## config.mk

```make
export PLATFORM = sky130hd
export DESIGN_NAME = ps2_key_decoder
export DESIGN_NICKNAME = d
export VERILOG_FILES = /design/src/rtl/ps2_key_decoder.sv
export SDC_FILE = /design/constraint.sdc
export NUM_CORES = 1
export LEC_CHECK = 0
export CAP_MARGIN = 20
export CORE_UTILIZATION = 30
export CTS_CLUSTER_DIAMETER = 200
export DETAILED_ROUTE_END_ITERATION = 8
export GPL_TIMING_DRIVEN = 0
export SETUP_SLACK_MARGIN = 0.02
export SLEW_MARGIN = 10
export SYNTH_ARGS = -nofsm -noshare
export SYNTH_HDL_FRONTEND = slang
export SYNTH_SLANG_ARGS = --single-unit
```

## constraint.sdc

```tcl
create_clock -name clock -period 2.2 [get_ports clock]
set_input_delay 0.44 -clock clock [delete_from_list [all_inputs] [get_ports clock]]
set_output_delay 0.44 -clock clock [all_outputs]
set_load 0.02 [all_outputs]
```

## src/rtl/ps2_key_decoder.sv

```systemverilog
// ps2_key_decoder
//   Turns a PS/2 keyboard (scan-code set 2) into sudoku commands for the
//   game-logic block. Serial frames are received and checked, E0 (extended)
//   and F0 (break) prefixes are tracked, and each accepted key press produces
//   one key_valid pulse with key_input/user_value updated in the same cycle.
//
// Optional build macro: PS2_PARITY_CHECK_EN
//   defined   -> odd-parity mismatch discards the frame and pulses frame_err
//   undefined -> the parity bit is ignored (stop-bit error / timeout only)
//
// Ports
//   clock       in   1  system clock
//   reset       in   1  asynchronous active-high reset
//   ps2_clk     in   1  raw PS/2 clock line (asynchronous)
//   ps2_data    in   1  raw PS/2 data line (asynchronous)
//   key_input   out  4  0 none,1 up,2 down,3 left,4 right,5 enter,6 clear,7 digit
//   user_value  out  4  digit 0-9, meaningful when key_input==7
//   key_valid   out  1  one-cycle pulse: new event on key_input/user_value
//   frame_err   out  1  one-cycle pulse: parity/stop error or timeout
module ps2_key_decoder #(
  parameter int SYNC_STAGES    = 2,
  parameter int TIMEOUT_CYCLES = 100000
) (
  input  logic       clock,
  input  logic       reset,
  input  logic       ps2_clk,
  input  logic       ps2_data,
  output logic [3:0] key_input,
  output logic [3:0] user_value,
  output logic       key_valid,
  output logic       frame_err
);

  localparam int TW = (TIMEOUT_CYCLES > 2) ? $clog2(TIMEOUT_CYCLES) : 1;
  localparam logic [TW-1:0] TMO_LAST = TW'(TIMEOUT_CYCLES - 1);

  typedef enum logic [1:0] {
    S_IDLE,
    S_DATA,
    S_PARITY,
    S_STOP
  } state_t;

  state_t                 state_q, state_d;
  logic [SYNC_STAGES-1:0] clk_sync_q, clk_sync_d;
  logic [SYNC_STAGES-1:0] data_sync_q, data_sync_d;
  logic                   clk_prev_q, clk_prev_d;
  logic [2:0]             bit_cnt_q, bit_cnt_d;
  logic [7:0]             shift_q, shift_d;
  logic [TW-1:0]          tmo_q, tmo_d;
  logic                   ext_q, ext_d;
  logic                   brk_q, brk_d;
  logic [3:0]             key_input_q, key_input_d;
  logic [3:0]             user_value_q, user_value_d;
  logic                   key_valid_q, key_valid_d;
  logic                   frame_err_q, frame_err_d;
`ifdef PS2_PARITY_CHECK_EN
  logic                   parity_q, parity_d;
`endif

  logic clk_s, dat_s, fall, frame_ok, byte_vld;
  logic [8:0] lut;

  // Scan-code lookup: {hit, command, digit}
  function automatic logic [8:0] lookup(input logic ext, input logic [7:0] code);
    logic [8:0] r;
    r = 9'd0;
    if (ext) begin
      case (code)
        8'h75:   r = {1'b1, 4'd1, 4'd0};
        8'h72:   r = {1'b1, 4'd2, 4'd0};
        8'h6B:   r = {1'b1, 4'd3, 4'd0};
        8'h74:   r = {1'b1, 4'd4, 4'd0};
        default: r = 9'd0;
      endcase
    end else begin
      case (code)
        8'h5A:   r = {1'b1, 4'd5, 4'd0};
        8'h66:   r = {1'b1, 4'd6, 4'd0};
        8'h45:   r = {1'b1, 4'd7, 4'd0};
        8'h16:   r = {1'b1, 4'd7, 4'd1};
        8'h1E:   r = {1'b1, 4'd7, 4'd2};
        8'h26:   r = {1'b1, 4'd7, 4'd3};
        8'h25:   r = {1'b1, 4'd7, 4'd4};
        8'h2E:   r = {1'b1, 4'd7, 4'd5};
        8'h36:   r = {1'b1, 4'd7, 4'd6};
        8'h3D:   r = {1'b1, 4'd7, 4'd7};
        8'h3E:   r = {1'b1, 4'd7, 4'd8};
        8'h46:   r = {1'b1, 4'd7, 4'd9};
        default: r = 9'd0;
      endcase
    end
    return r;
  endfunction

  assign clk_s = clk_sync_q[SYNC_STAGES-1];
  assign dat_s = data_sync_q[SYNC_STAGES-1];
  assign fall  = clk_prev_q & ~clk_s;

  // Sampled stop bit is dat_s in the STOP state; parity covers data+parity.
`ifdef PS2_PARITY_CHECK_EN
  assign frame_ok = dat_s & (^{shift_q, parity_q});
`else
  assign frame_ok = dat_s;
`endif

  always_comb begin
    clk_sync_d   = {clk_sync_q[SYNC_STAGES-2:0], ps2_clk};
    data_sync_d  = {data_sync_q[SYNC_STAGES-2:0], ps2_data};
    clk_prev_d   = clk_s;
    state_d      = state_q;
    bit_cnt_d    = bit_cnt_q;
    shift_d      = shift_q;
    tmo_d        = tmo_q;
    ext_d        = ext_q;
    brk_d        = brk_q;
    key_input_d  = key_input_q;
    user_value_d = user_value_q;
    key_valid_d  = 1'b0;
    frame_err_d  = 1'b0;
    byte_vld     = 1'b0;
    lut          = 9'd0;
`ifdef PS2_PARITY_CHECK_EN
    parity_d     = parity_q;
`endif

    // Frame receiver
    case (state_q)
      S_IDLE: begin
        if (fall && !dat_s) begin
          state_d   = S_DATA;
          bit_cnt_d = 3'd0;
        end
      end
      S_DATA: begin
        if (fall) begin
          shift_d   = {dat_s, shift_q[7:1]};
          bit_cnt_d = bit_cnt_q + 3'd1;
          if (bit_cnt_q == 3'd7) state_d = S_PARITY;
        end
      end
      S_PARITY: begin
        if (fall) begin
`ifdef PS2_PARITY_CHECK_EN
          parity_d = dat_s;
`endif
          state_d  = S_STOP;
        end
      end
      S_STOP: begin
        if (fall) begin
          state_d = S_IDLE;
          if (frame_ok) byte_vld = 1'b1;
          else          frame_err_d = 1'b1;
        end
      end
      default: state_d = S_IDLE;
    endcase

    // Mid-frame watchdog; a fall always wins over expiry
    if (state_q == S_IDLE) begin
      tmo_d = '0;
    end else if (fall) begin
      tmo_d = '0;
    end else if (tmo_q == TMO_LAST) begin
      tmo_d       = '0;
      state_d     = S_IDLE;
      frame_err_d = 1'b1;
      ext_d       = 1'b0;
      brk_d       = 1'b0;
    end else begin
      tmo_d = tmo_q + 1'b1;
    end

    // Byte decode; prefixes only set flags, any other byte consumes them
    if (byte_vld) begin
      if (shift_q == 8'hE0) begin
        ext_d = 1'b1;
      end else if (shift_q == 8'hF0) begin
        brk_d = 1'b1;
      end else begin
        ext_d = 1'b0;
        brk_d = 1'b0;
        lut   = lookup(ext_q, shift_q);
        if (!brk_q && lut[8]) begin
          key_valid_d = 1'b1;
          key_input_d = lut[7:4];
          if (lut[7:4] == 4'd7) user_value_d = lut[3:0];
        end
      end
    end
  end

  // Synchronizers reset high (idle bus level) so no false fall follows reset.
  always_ff @(posedge clock or posedge reset) begin
    if (reset) begin
      clk_sync_q   <= '1;
      data_sync_q  <= '1;
      clk_prev_q   <= 1'b1;
      state_q      <= S_IDLE;
      bit_cnt_q    <= 3'd0;
      shift_q      <= 8'd0;
      tmo_q        <= '0;
      ext_q        <= 1'b0;
      brk_q        <= 1'b0;
      key_input_q  <= 4'd0;
      user_value_q <= 4'd0;
      key_valid_q  <= 1'b0;
      frame_err_q  <= 1'b0;
`ifdef PS2_PARITY_CHECK_EN
      parity_q     <= 1'b0;
`endif
    end else begin
      clk_sync_q   <= clk_sync_d;
      data_sync_q  <= data_sync_d;
      clk_prev_q   <= clk_prev_d;
      state_q      <= state_d;
      bit_cnt_q    <= bit_cnt_d;
      shift_q      <= shift_d;
      tmo_q        <= tmo_d;
      ext_q        <= ext_d;
      brk_q        <= brk_d;
      key_input_q  <= key_input_d;
      user_value_q <= user_value_d;
      key_valid_q  <= key_valid_d;
      frame_err_q  <= frame_err_d;
`ifdef PS2_PARITY_CHECK_EN
      parity_q     <= parity_d;
`endif
    end
  end

  assign key_input  = key_input_q;
  assign user_value = user_value_q;
  assign key_valid  = key_valid_q;
  assign frame_err  = frame_err_q;

endmodule
```

==> flow_summary.toml <==
[sta]
slew_headroom = 0.6601
slew_viol_final = 0
whs_ps = 357.6
clock_skew_ps = 11.59
setup_viol = 0
finalSetupTns_ps = 0
worst_slew_pin_slew_ps = 509.0
finalHoldViolCount = 0
finalCritPeriodShare = 0.9561
period_needed_ps = 2103
rsz0062_at_grt = "true"
worst_slack_ps = 96.64
fmax_mhz = 475.4

[clock_network]
root_buffer = "clkbuf_8"
numCtsBuffers = 5
cts_tree = "built"
h-tree-depth = 2
clock_latency_ps = 300
cts_hold_buffers = 0
cts.path.max_buffers = 2
path_clk_slew_ps = 90
clock_sinks = 46

[logic_synthesis]
yosysWarnings = 0
synthSimpleGateAreaFrac = 0.2458
ys_seq_elements = 46
postSynth.asyncResetShare = 1.000
synth_nets = 256
ys.flop_type = "dfrtp_1"
synthXorXnorAreaFrac = 0.05944
muxShareOfSynthArea = 0.06693
synth_cell_types = 51
postSynthCellCount = 249
synth_area_um2 = 2505
synth_top_family_by_area = "simple AND/OR/NAND/NOR gates"
synth-edff-count = 0
syn_area_per_cell_um2 = 10.06
yosysSeqAreaShare = 0.4620
synthAdderAreaFrac = 0.01499
synth-compound-area-share = 0.1069

[job]
cap_violations = 0

[global_route]
grt_use_total = 0.1293
antenna_found_initial = 0
grt_overflow_total = 0
grt_pass1_wl_um = 8928
grt_pass1_vias = 1929
grt_max_degree = 36

[place]
post-dp-hpwl_um = 3597
placed_cells = 364
pre_cts_slack_ps = 61.43
routabilityCongestion = 0.8064
io_buffers = 12

[setup_path]
critical_path.max_fanout = 9
path_class = "reg -> reg"
rrSetupSlack_ps = 100
cp-start-kind = "register"
r2r-end = "user_value[3]"
end_kind = "register"
required_ps = 2380
worst-r2r-cell-count = 5
worstReg2RegStart = "shift_q[4]"
critPathLaunch = "shift_q[4]"
crit_arrival_ps = 2290
crit_path_end = "user_value[3]"

[cells_and_area]
fill_cells = 798
layout-drive-gt1-share = 0.1808
layout.cells.non_filler = 373
antennaDiodeCount = 0
final_common_cell = "dfrtp_1"
area_growth_pct = 15.28
mostFrequentLayoutCells = "dfrtp_1 (41), nor2_1 (29), mux2_2 (14)"
final_nets = 277

[outcome]
status = "completed"

[floorplanning]
dieArea_um2 = 8719
io_pins = 14
initial_core_util = 0.3176
die_h_um = 93.38
fp-row-count = 32
die_w_um = 93.38
coreArea_um2 = 7888

[detailed_routing]
vias = 1901
remaining_drc_errors = 0
wire_per_inst_um = 13.80
via_per_inst = 5.097
drt_pre_antenna_iters = 4
drt_iter0_markers = 61
wl_um = 5149
ant_nets = 0

[power_and_ir_drop]
peakVddDrop_v = 0.0003017
p_leak_nw = 1.175
p_per_area_nw_per_um2 = 734.4

[min_path]
hp-class = "reg -> reg"
[cells in the mapped netlist, types with 4 or more instances]
cell      instances  area share
nand3b_1          5       0.015
mux2_2           14       0.063
inv_1             5      0.0075
nand4_1           6       0.015
xor2_1            8       0.028
nor3_1           11       0.022
dfrtp_1          41        0.41
a21oi_1           4      0.0080
buf_2             7       0.014
dfstp_2           5       0.052
a22o_1            4       0.014
nand2b_1          9       0.022
nand2_1          12       0.018
clkbuf_1          5      0.0075
nor2_1           29       0.043
and2_1            4       0.010
nand3_1           7       0.014
xnor2_1           9       0.031
nor2b_1           6       0.015
o21ai_0          11       0.022
[worst min-delay path by stage]
stage | start | to | slack [ps] | depth (start not counted)
final | clk_sync_q[0] | clk_sync_q[1] | 360 | 0
after global routing | data_sync_q[0] | data_sync_q[1] | 360 | 0
after CTS | clk_sync_q[0] | clk_sync_q[1] | 360 | 0
after detailed placement | clk_sync_q[0] | clk_sync_q[1] | 350 | 0
after global placement | clk_sync_q[0] | clk_sync_q[1] | 350 | 0
after floorplan | clk_sync_q[0] | clk_sync_q[1] | 350 | 0
[where the power goes]
group          switching, mW  total, mW  internal (mW)
Combinational          0.353      0.601          0.248
Sequential            0.0866       1.02          0.929
Clock                  0.284      0.504          0.221
[worst max-delay path: stages, from the launching register on]
cell      delay (ps)
dfrtp_1          500
or4b_4           570
a31oi_2          150
a211oi_2         100
nor3_4           300
mux2_2           370
[routing by layer]
layer,vias up,GRT usage,share of wire
met3,13,0.02764,0.039
met1,913,0.1766,0.49
li1,926,-,-
met5,-,0,0
met4,0,0.05256,0.019
met2,49,0.1985,0.46
[final cells by class]
| type | instances | area, µm² | share of cell area |
|---|---|---|---|
| plain buffers | 16 | 87.58 | 0.03033 |
| clock buffers | 6 | 72.57 | 0.02513 |
| repair buffers | 14 | 147.6 | 0.05113 |
| well taps | 102 | 127.6 | 0.04419 |
| inverters | 5 | 18.77 | 0.006499 |
| multi-input cells | 182 | 1266 | 0.4385 |
| flip-flops and latches | 46 | 1157 | 0.4008 |
| clock inverters | 2 | 10.01 | 0.003466 |
[kinds of logic after synthesis]
| family | count (synthesis) |
|---|---|
| AOI/OAI and AO/OA | 37 |
| xor gates and xnor gates | 17 |
| adders and majority gates | 3 |
| buffers and inverters | 21 |
| DFF | 46 |
| muxes | 15 |
| other | 1 |
| and+or+nand+nor | 109 |
[state kept, by name, indices dropped and copies added (netlist names), 2 cells and up]
name         flops
key_input        3
bit_cnt_q        3
user_value       4
state_q          2
clk_sync_q       2
shift_q          8
tmo_q           17
data_sync_q      2
[through the flow]
step	total power, mW	cell area, µm²	utilization
2_1_floorplan	1.453	2505	-
3_3_place_gp	1.594	2753	0.3490
3_5_place_dp	1.607	2773	0.3515
4_1_cts	2.121	2855	0.3620
5_1_grt	2.250	2888	0.3661
6_report	2.121	2888	0.3661
[timing repair]
action / 4_1_cts / 5_1_grt
gates resized for setup: 0 / 4
setup endpoints to repair: 0 / 12
buffers inserted: 0 / 1
hold endpoints to repair: 0 / 0
(Power assumes the default switching activity.)
